==> src/rtl/if_fetch.sv <==
// rtl/if_fetch.sv - instruction fetch stage: PC, RAM read handshake, stall/branch/flush control.
// Optional FETCH_TIMEOUT_EN adds a RAM wait timeout with a fetch_err pulse.
module if_fetch #(
  parameter logic [15:0] RESET_PC = 16'h0000,
  parameter logic [15:0] INST_NOP = 16'h0800
) (
  input  logic        clk_50MHz,
  input  logic        rst,
  input  logic        pc_pause,
  input  logic        branch_en,
  input  logic [15:0] branch_target,
  input  logic        ram_ready,
  input  logic [15:0] ram_data,
  output logic        ram_rd_en,
  output logic [15:0] ram_addr,
  output logic [15:0] fetch_inst,
  output logic [15:0] pc_add_value,
  output logic        fetch_valid,
`ifdef FETCH_TIMEOUT_EN
  output logic        pc_clear,
  output logic        fetch_err
`else
  output logic        pc_clear
`endif
);

  typedef enum logic [1:0] {IDLE, REQ, HOLD, FLUSH} state_t;

  state_t      state, state_d;
  logic [15:0] pc, pc_d, addr_d, inst_d, add_d;
  logic        rd_d, valid_d, clear_d;
  logic        rdy;
  logic [15:0] rdata;
  logic        waiting;

  assign waiting = (state == REQ || state == FLUSH) && ram_rd_en;

`ifdef FETCH_TIMEOUT_EN
  logic [7:0] wait_cnt, wait_d;
  logic       timeout, err_d;

  // A saturated wait counter stands in for a RAM response carrying a NOP.
  assign timeout = waiting && !ram_ready && (wait_cnt == 8'hFF);
  assign rdy     = ram_ready || timeout;
  assign rdata   = ram_ready ? ram_data : INST_NOP;
  assign err_d   = timeout && !branch_en;

  always_comb begin
    wait_d = 8'h00;
    if (waiting && !rdy && !branch_en)
      wait_d = wait_cnt + 8'h01;
  end

  always_ff @(posedge clk_50MHz or negedge rst) begin
    if (!rst) begin
      wait_cnt  <= 8'h00;
      fetch_err <= 1'b0;
    end else begin
      wait_cnt  <= wait_d;
      fetch_err <= err_d;
    end
  end
`else
  assign rdy   = ram_ready;
  assign rdata = ram_data;
`endif

  always_ff @(posedge clk_50MHz or negedge rst) begin
    if (!rst)
      state <= IDLE;
    else
      state <= state_d;
  end

  always_comb begin
    state_d = state;
    pc_d    = pc;
    addr_d  = ram_addr;
    rd_d    = ram_rd_en;
    inst_d  = fetch_inst;
    add_d   = pc_add_value;
    valid_d = fetch_valid;
    clear_d = 1'b0;
    if (branch_en) begin
      pc_d    = branch_target;
      clear_d = 1'b1;
      valid_d = 1'b0;
      inst_d  = INST_NOP;
      case (state)
        FLUSH: state_d = FLUSH;
        REQ: begin
          // An outstanding read must drain on its old address before redirecting.
          if (!rdy) begin
            state_d = FLUSH;
          end else begin
            state_d = REQ;
            addr_d  = branch_target;
            rd_d    = 1'b1;
          end
        end
        default: begin
          state_d = REQ;
          addr_d  = branch_target;
          rd_d    = 1'b1;
        end
      endcase
    end else begin
      case (state)
        IDLE: begin
          state_d = REQ;
          addr_d  = pc;
          rd_d    = 1'b1;
        end
        REQ: begin
          if (rdy) begin
            inst_d  = rdata;
            add_d   = pc + 16'h0001;
            valid_d = 1'b1;
            pc_d    = pc + 16'h0001;
            addr_d  = pc + 16'h0001;
            if (pc_pause) begin
              state_d = HOLD;
              rd_d    = 1'b0;
            end
          end else if (!pc_pause) begin
            valid_d = 1'b0;
            inst_d  = INST_NOP;
          end
        end
        HOLD: begin
          if (!pc_pause) begin
            state_d = REQ;
            addr_d  = pc;
            rd_d    = 1'b1;
          end
        end
        FLUSH: begin
          if (rdy) begin
            state_d = REQ;
            addr_d  = pc;
          end
        end
        default: state_d = IDLE;
      endcase
    end
  end

  always_ff @(posedge clk_50MHz or negedge rst) begin
    if (!rst) begin
      pc           <= RESET_PC;
      ram_addr     <= RESET_PC;
      ram_rd_en    <= 1'b0;
      fetch_inst   <= INST_NOP;
      pc_add_value <= RESET_PC;
      fetch_valid  <= 1'b0;
      pc_clear     <= 1'b0;
    end else begin
      pc           <= pc_d;
      ram_addr     <= addr_d;
      ram_rd_en    <= rd_d;
      fetch_inst   <= inst_d;
      pc_add_value <= add_d;
      fetch_valid  <= valid_d;
      pc_clear     <= clear_d;
    end
  end

endmodule

==> config.mk <==
export PLATFORM = sky130hd
export DESIGN_NAME = if_fetch
export DESIGN_NICKNAME = d
export VERILOG_FILES = /design/src/rtl/if_fetch.sv
export SDC_FILE = /design/constraint.sdc
export NUM_CORES = 1
export LEC_CHECK = 0
export ABC_CLOCK_PERIOD_IN_PS = 2500
export CORE_ASPECT_RATIO = 0.75
export CORE_MARGIN = 2
export CORE_UTILIZATION = 51
export CTS_BUF_LIST = sky130_fd_sc_hd__clkbuf_8
export DETAILED_ROUTE_END_ITERATION = 6
export PLACE_DENSITY = 0.83
export SLEW_MARGIN = 20
export SYNTH_ARGS = -nofsm -noshare
export SYNTH_HDL_FRONTEND = slang
export SYNTH_SLANG_ARGS = --single-unit
==> constraint.sdc <==
create_clock -name clk_50MHz -period 2.5 [get_ports clk_50MHz]
set_input_delay 0.5 -clock clk_50MHz [delete_from_list [all_inputs] [get_ports clk_50MHz]]
set_output_delay 0.5 -clock clk_50MHz [all_outputs]
set_load 0.01 [all_outputs]
# Word level (Yosys, flattened, before mapping)
# Cells that the tools add are included.
# totals
latchBits	0
register_bits	69
out_inout_bits	51
n_memories	0
wordCells	64
ramBits	0
mem_bits_ro	0
input_bits	37
# classes
n_eq_ne	11
div_mod_pow	0
mux	33
n_lt_le_gt_ge	0
n_reduce_logical	10
addsub	1
multipliers	0
n_bitwise	1
n_shift	0
# ops
op	n
2-to-1 mux 16 bit	11
case mux 16 bit (4 select lines)	1
case mux 16 bit (2 select lines)	1
adder 16 x 1 -> 16 bit, second input constant	1
2-to-1 mux 2 bit	6
!= test 3 bit, second input constant	4
2-to-1 mux 1 bit	10
case mux 2 bit (4 select lines)	1
AND reduction 4 bit	2
!= test 2 bit, second input constant	3
AND reduction 5 bit	1
equality test 2 bit, second input constant	2
case mux 2 bit (2 select lines)	1
AND reduction 2 bit	2
nonzero test 2 bit	2
nonzero test 4 bit	1
!= test 3 x 1 -> 1 bit, second input constant	1
case mux 1 bit (3 select lines)	1
AND reduction 3 bit	1
equality test 2 x 1 -> 1 bit, second input constant	1
zero test 2 bit	1
case mux 1 bit (2 select lines)	1
inverter 1 bit	1

# Depth between registers and ports, before layout
# depth
word_depth	4
mapped_depth	7
ltp_nobuf	5

# Least setup slack after synthesis
# Ideal clock, no wire load.
# synth_path
path_type	register -> register
from	reg state[1]
to	reg pc[15]
path_buffers	1
setup_ns	0.124
required_time_ns	2.376
stages_incl_launch_ff	6
arrival_time_ns	1.671
synth_period_minus_slack_ns	1.794
path_slack_ns	0.706
path_cell_list	dfrtp_1 > buf_2 > nand3b_4 > or4_4 > o31a_1 > o31a_1
# synth_via
elab_chain_len	3
# synth_rtl
element	line	text
from (decl)	29	state_t state, state_d;
from (signal assigned)	72	state <= state_d;
equality test 2 x 1 -> 1 bit	108	case (state)
nonzero test 2 bit (no source line)	-	
AND reduction 2 bit (no source line)	-	
to (signal assigned)	158	pc <= pc_d;
to (decl)	30	logic [15:0] pc, pc_d, addr_d, inst_d, add_d;
# Every way passes these cells.
# A chain may end at the register's enable or synchronous reset.

# Worst setup path in the final report
# layout_path
from	in ram_ready
to	reg ram_addr[13]
# layout_via
elab_chain_len	2
elab_cells_between_ends	3
cone_classes	eq/ne: 2; reduce/logical: 1
# layout_rtl
element	line	text
from (decl)	12	input logic ram_ready,
!= test 2 bit (no source line)	-	
AND reduction 4 bit (no source line) *	-	
to (signal assigned)	159	ram_addr <= addr_d;
to (decl)	15	output logic [15:0] ram_addr,
# Every way passes the cells marked *; elsewhere a longest branch is shown, timed or not.

==> flow_metrics.tcl <==
set metrics [dict create \
    hold-worst-slack_ns 0.123 \
    antenna_left 0 \
    path_max_fanout 8 \
    async_reset_ff_share_pct 100 \
    firstDrtPassIters 5 \
    ctsHoldBuffers 0 \
    crit_path_end_kind "register" \
    synth_top_area_share_pct 46.7 \
    yosysTopAreaCell "dfrtp_1" \
    ys_seq_area_share_pct 47.4 \
    final_common_cell "clkdlybuf4s50_1" \
    die_w_um 102 \
    skew_ns 0.00609 \
    criticalPathCategory "in2reg" \
    core-area_um2 6860 \
    drive_gt1_share_pct 9.15 \
    cts_tree "built" \
    antenna_found_initial 0 \
    maxSlewHeadroom_pct 61.0 \
    cts_resized 0 \
    synth_cell_type_count 52 \
    ff2ff_setup_slack_ns 0.43 \
    cts-htree-levels 3 \
    place.gp.congestion 0.915 \
    status "completed" \
    cts_buffers 9 \
    avgSynthCellArea_um2 8.95 \
    seq_area_um2 1730 \
    rows 26 \
    synth_area_um2 3640 \
    synth_warnings 0 \
    ir_worst_vdd_mv 0.363 \
    drc 0 \
    power.density_nw_per_um2 758 \
    clock_path_buffers 2 \
    nets 525 \
    clk_latency_ns 0.35 \
    drv_cap 0 \
    wirelength_um 9560 \
    hold_viol 0 \
    clk_pin_slew_ns 0.07 \
    hp-class "in2async" \
    grt_pass1_wl_um 16000 \
    dp_hpwl_um 6960 \
    wl_met2_um 4250 \
    synthFlopType "dfrtp_1" \
    final_util_pct 70.9 \
    reg2reg_to "ram_addr[14]" \
    maxSlewViolCount 0 \
    pre_cts_ws_ns 0.123 \
    insertedDiodeCount 0 \
    startpoint_type "primary input" \
    grt_max_degree 34 \
    wl_per_cell_um 16.2 \
    layout_common_cells "clkdlybuf4s50_1 (86), nand2_1 (77), dfrtp_1 (68)" \
    grt_overflow 0 \
    grt_use_total_pct 26.2 \
    wl_met1_um 4450 \
    timing.final.crit_share_pct 82.9 \
    reg2reg_from "pc[0]" \
    worst_pin_slew_ns 0.584 \
    wl_met3_um 674 \
    cts_setup_buffers 0 \
    max_freq_ghz 0.483 \
    fillers 532 \
    setup_ws_ns 0.428 \
    tns_ns 0 \
    port_buffers 87 \
    initial_core_util_pct 53.1 \
    die-area_um2 7840 \
    endpoint "ram_addr[13]" \
    rsz0062_at_grt "false" \
    synth_cells 407 \
    synth_seq_cells 69 \
    multi_input_area_um2 1750 \
    vias 3254 \
    syn_nets 445 \
    cp-startpoint "ram_ready" \
    root_buffer "clkbuf_8" \
    first_iter_violations 213 \
    cts_sinks 69 \
    cp_data_arrival_time_ns 2.32 \
    leakagePower_nw 1.97 \
    syn2layout_area_growth_pct 33.6 \
    io-pin-count 88 \
    ys_top_cells_by_area "dfrtp_1 (47%), nand2_1 (7.9%), o21ai_0 (5.6%)" \
    highest_layer "met4" \
    ff2ff_path_depth 5 \
    fin_crit_ns 2.07 \
    power_mw 3.69 \
    critical_path_required_ns 2.75 \
    drt-vias-per-instance 5.52 \
    synth-edff-count 0 \
    die-height_um 77.2 \
    grt_pass1_vias 3195 \
    setup_viol 0 \
]
-- synth_stat cells (7+ instances only) --
| cell type | instances |
|---|---|
| nand2_1 | 77 |
| nand3_1 | 9 |
| nor3_1 | 14 |
| nand2b_1 | 10 |
| xor2_1 | 9 |
| dfrtp_1 | 68 |
| nor2_1 | 23 |
| clkbuf_1 | 23 |
| o21ai_0 | 41 |
| buf_2 | 7 |
| a21oi_1 | 13 |
| xnor2_1 | 20 |
-- stage by stage --
step | cell area [um2] | cells
2_1_floorplan | 3640 | 407
3_3_place_gp | 4620 | 574
3_5_place_dp | 4620 | 574
4_1_cts | 4870 | 590
5_1_grt | 4870 | 590
6_report | 4870 | 590
-- cells by family (layout without fill, tap and decap cells) --
family / Yosys count / after routing / synth area share (%)
AOI/OAI and AO/OA: 95 / 95 / 16.2
xor gates and xnor gates: 29 / 29 / 6.97
adders and majority gates: 1 / 1 / 0.343
buffers and inverters: 40 / 125 / 4.57
DFF: 69 / 69 / 47.4
muxes: 8 / 8 / 2.34
and+or+nand+nor: 165 / 165 / 22.2
-- report_power, final --
part           switching (mW)  internal [mW]
sequential              0.169           1.32
clock                   0.432          0.687
combinational           0.507          0.572
total                    1.11           2.58
-- flip-flops by register name, summed over array words and instances, names as in the netlist --
signal / flops
pc_clear: 1
fetch_valid: 1
pc: 16
ram_rd_en: 1
fetch_inst: 16
pc_add_value: 16
ram_addr: 16
state: 2
-- routing by layer --
layer	GRT usage, %	vias to the layer above
li1	-	1568
met1	39.1	1532
met2	38.0	137
met3	5.10	17
met4	9.05	0
met5	0	-
-- area by class of cell --
| class | count | share of cell area, % |
|---|---|---|
| multi-input combinational | 298 | 36.0 |
| sequential | 69 | 35.5 |
| timing repair buffer | 105 | 20.6 |
| clock buffer | 10 | 2.83 |
| tap | 98 | 2.52 |
| clock inverter | 6 | 2.26 |
| inverter | 4 | 0.309 |
-- worst min-delay path by stage --
| stage | startpoint | endpoint | slack (ns) | cells after the start |
|---|---|---|---|---|
| 2_1_floorplan | rst | fetch_inst[0] | 0.20 | 0 |
| 3_3_place_gp | fetch_inst[11] | fetch_inst[11] | 0.45 | 2 |
| 3_5_place_dp | ram_addr[4] | ram_addr[4] | 0.46 | 2 |
| 4_1_cts | rst | pc[7] | 0.14 | 1 |
| 5_1_grt | rst | pc_clear | 0.16 | 1 |
| 6_report | rst | ram_addr[3] | 0.12 | 1 |
-- critical path, stage by stage --
cell and delay (ns):
clkdlybuf4s50_1 0.59, a21boi_0 0.31, o21a_1 0.42, buf_4 0.23
nor2_1 0.05, a221oi_1 0.21
(Power assumes the default switching activity.)
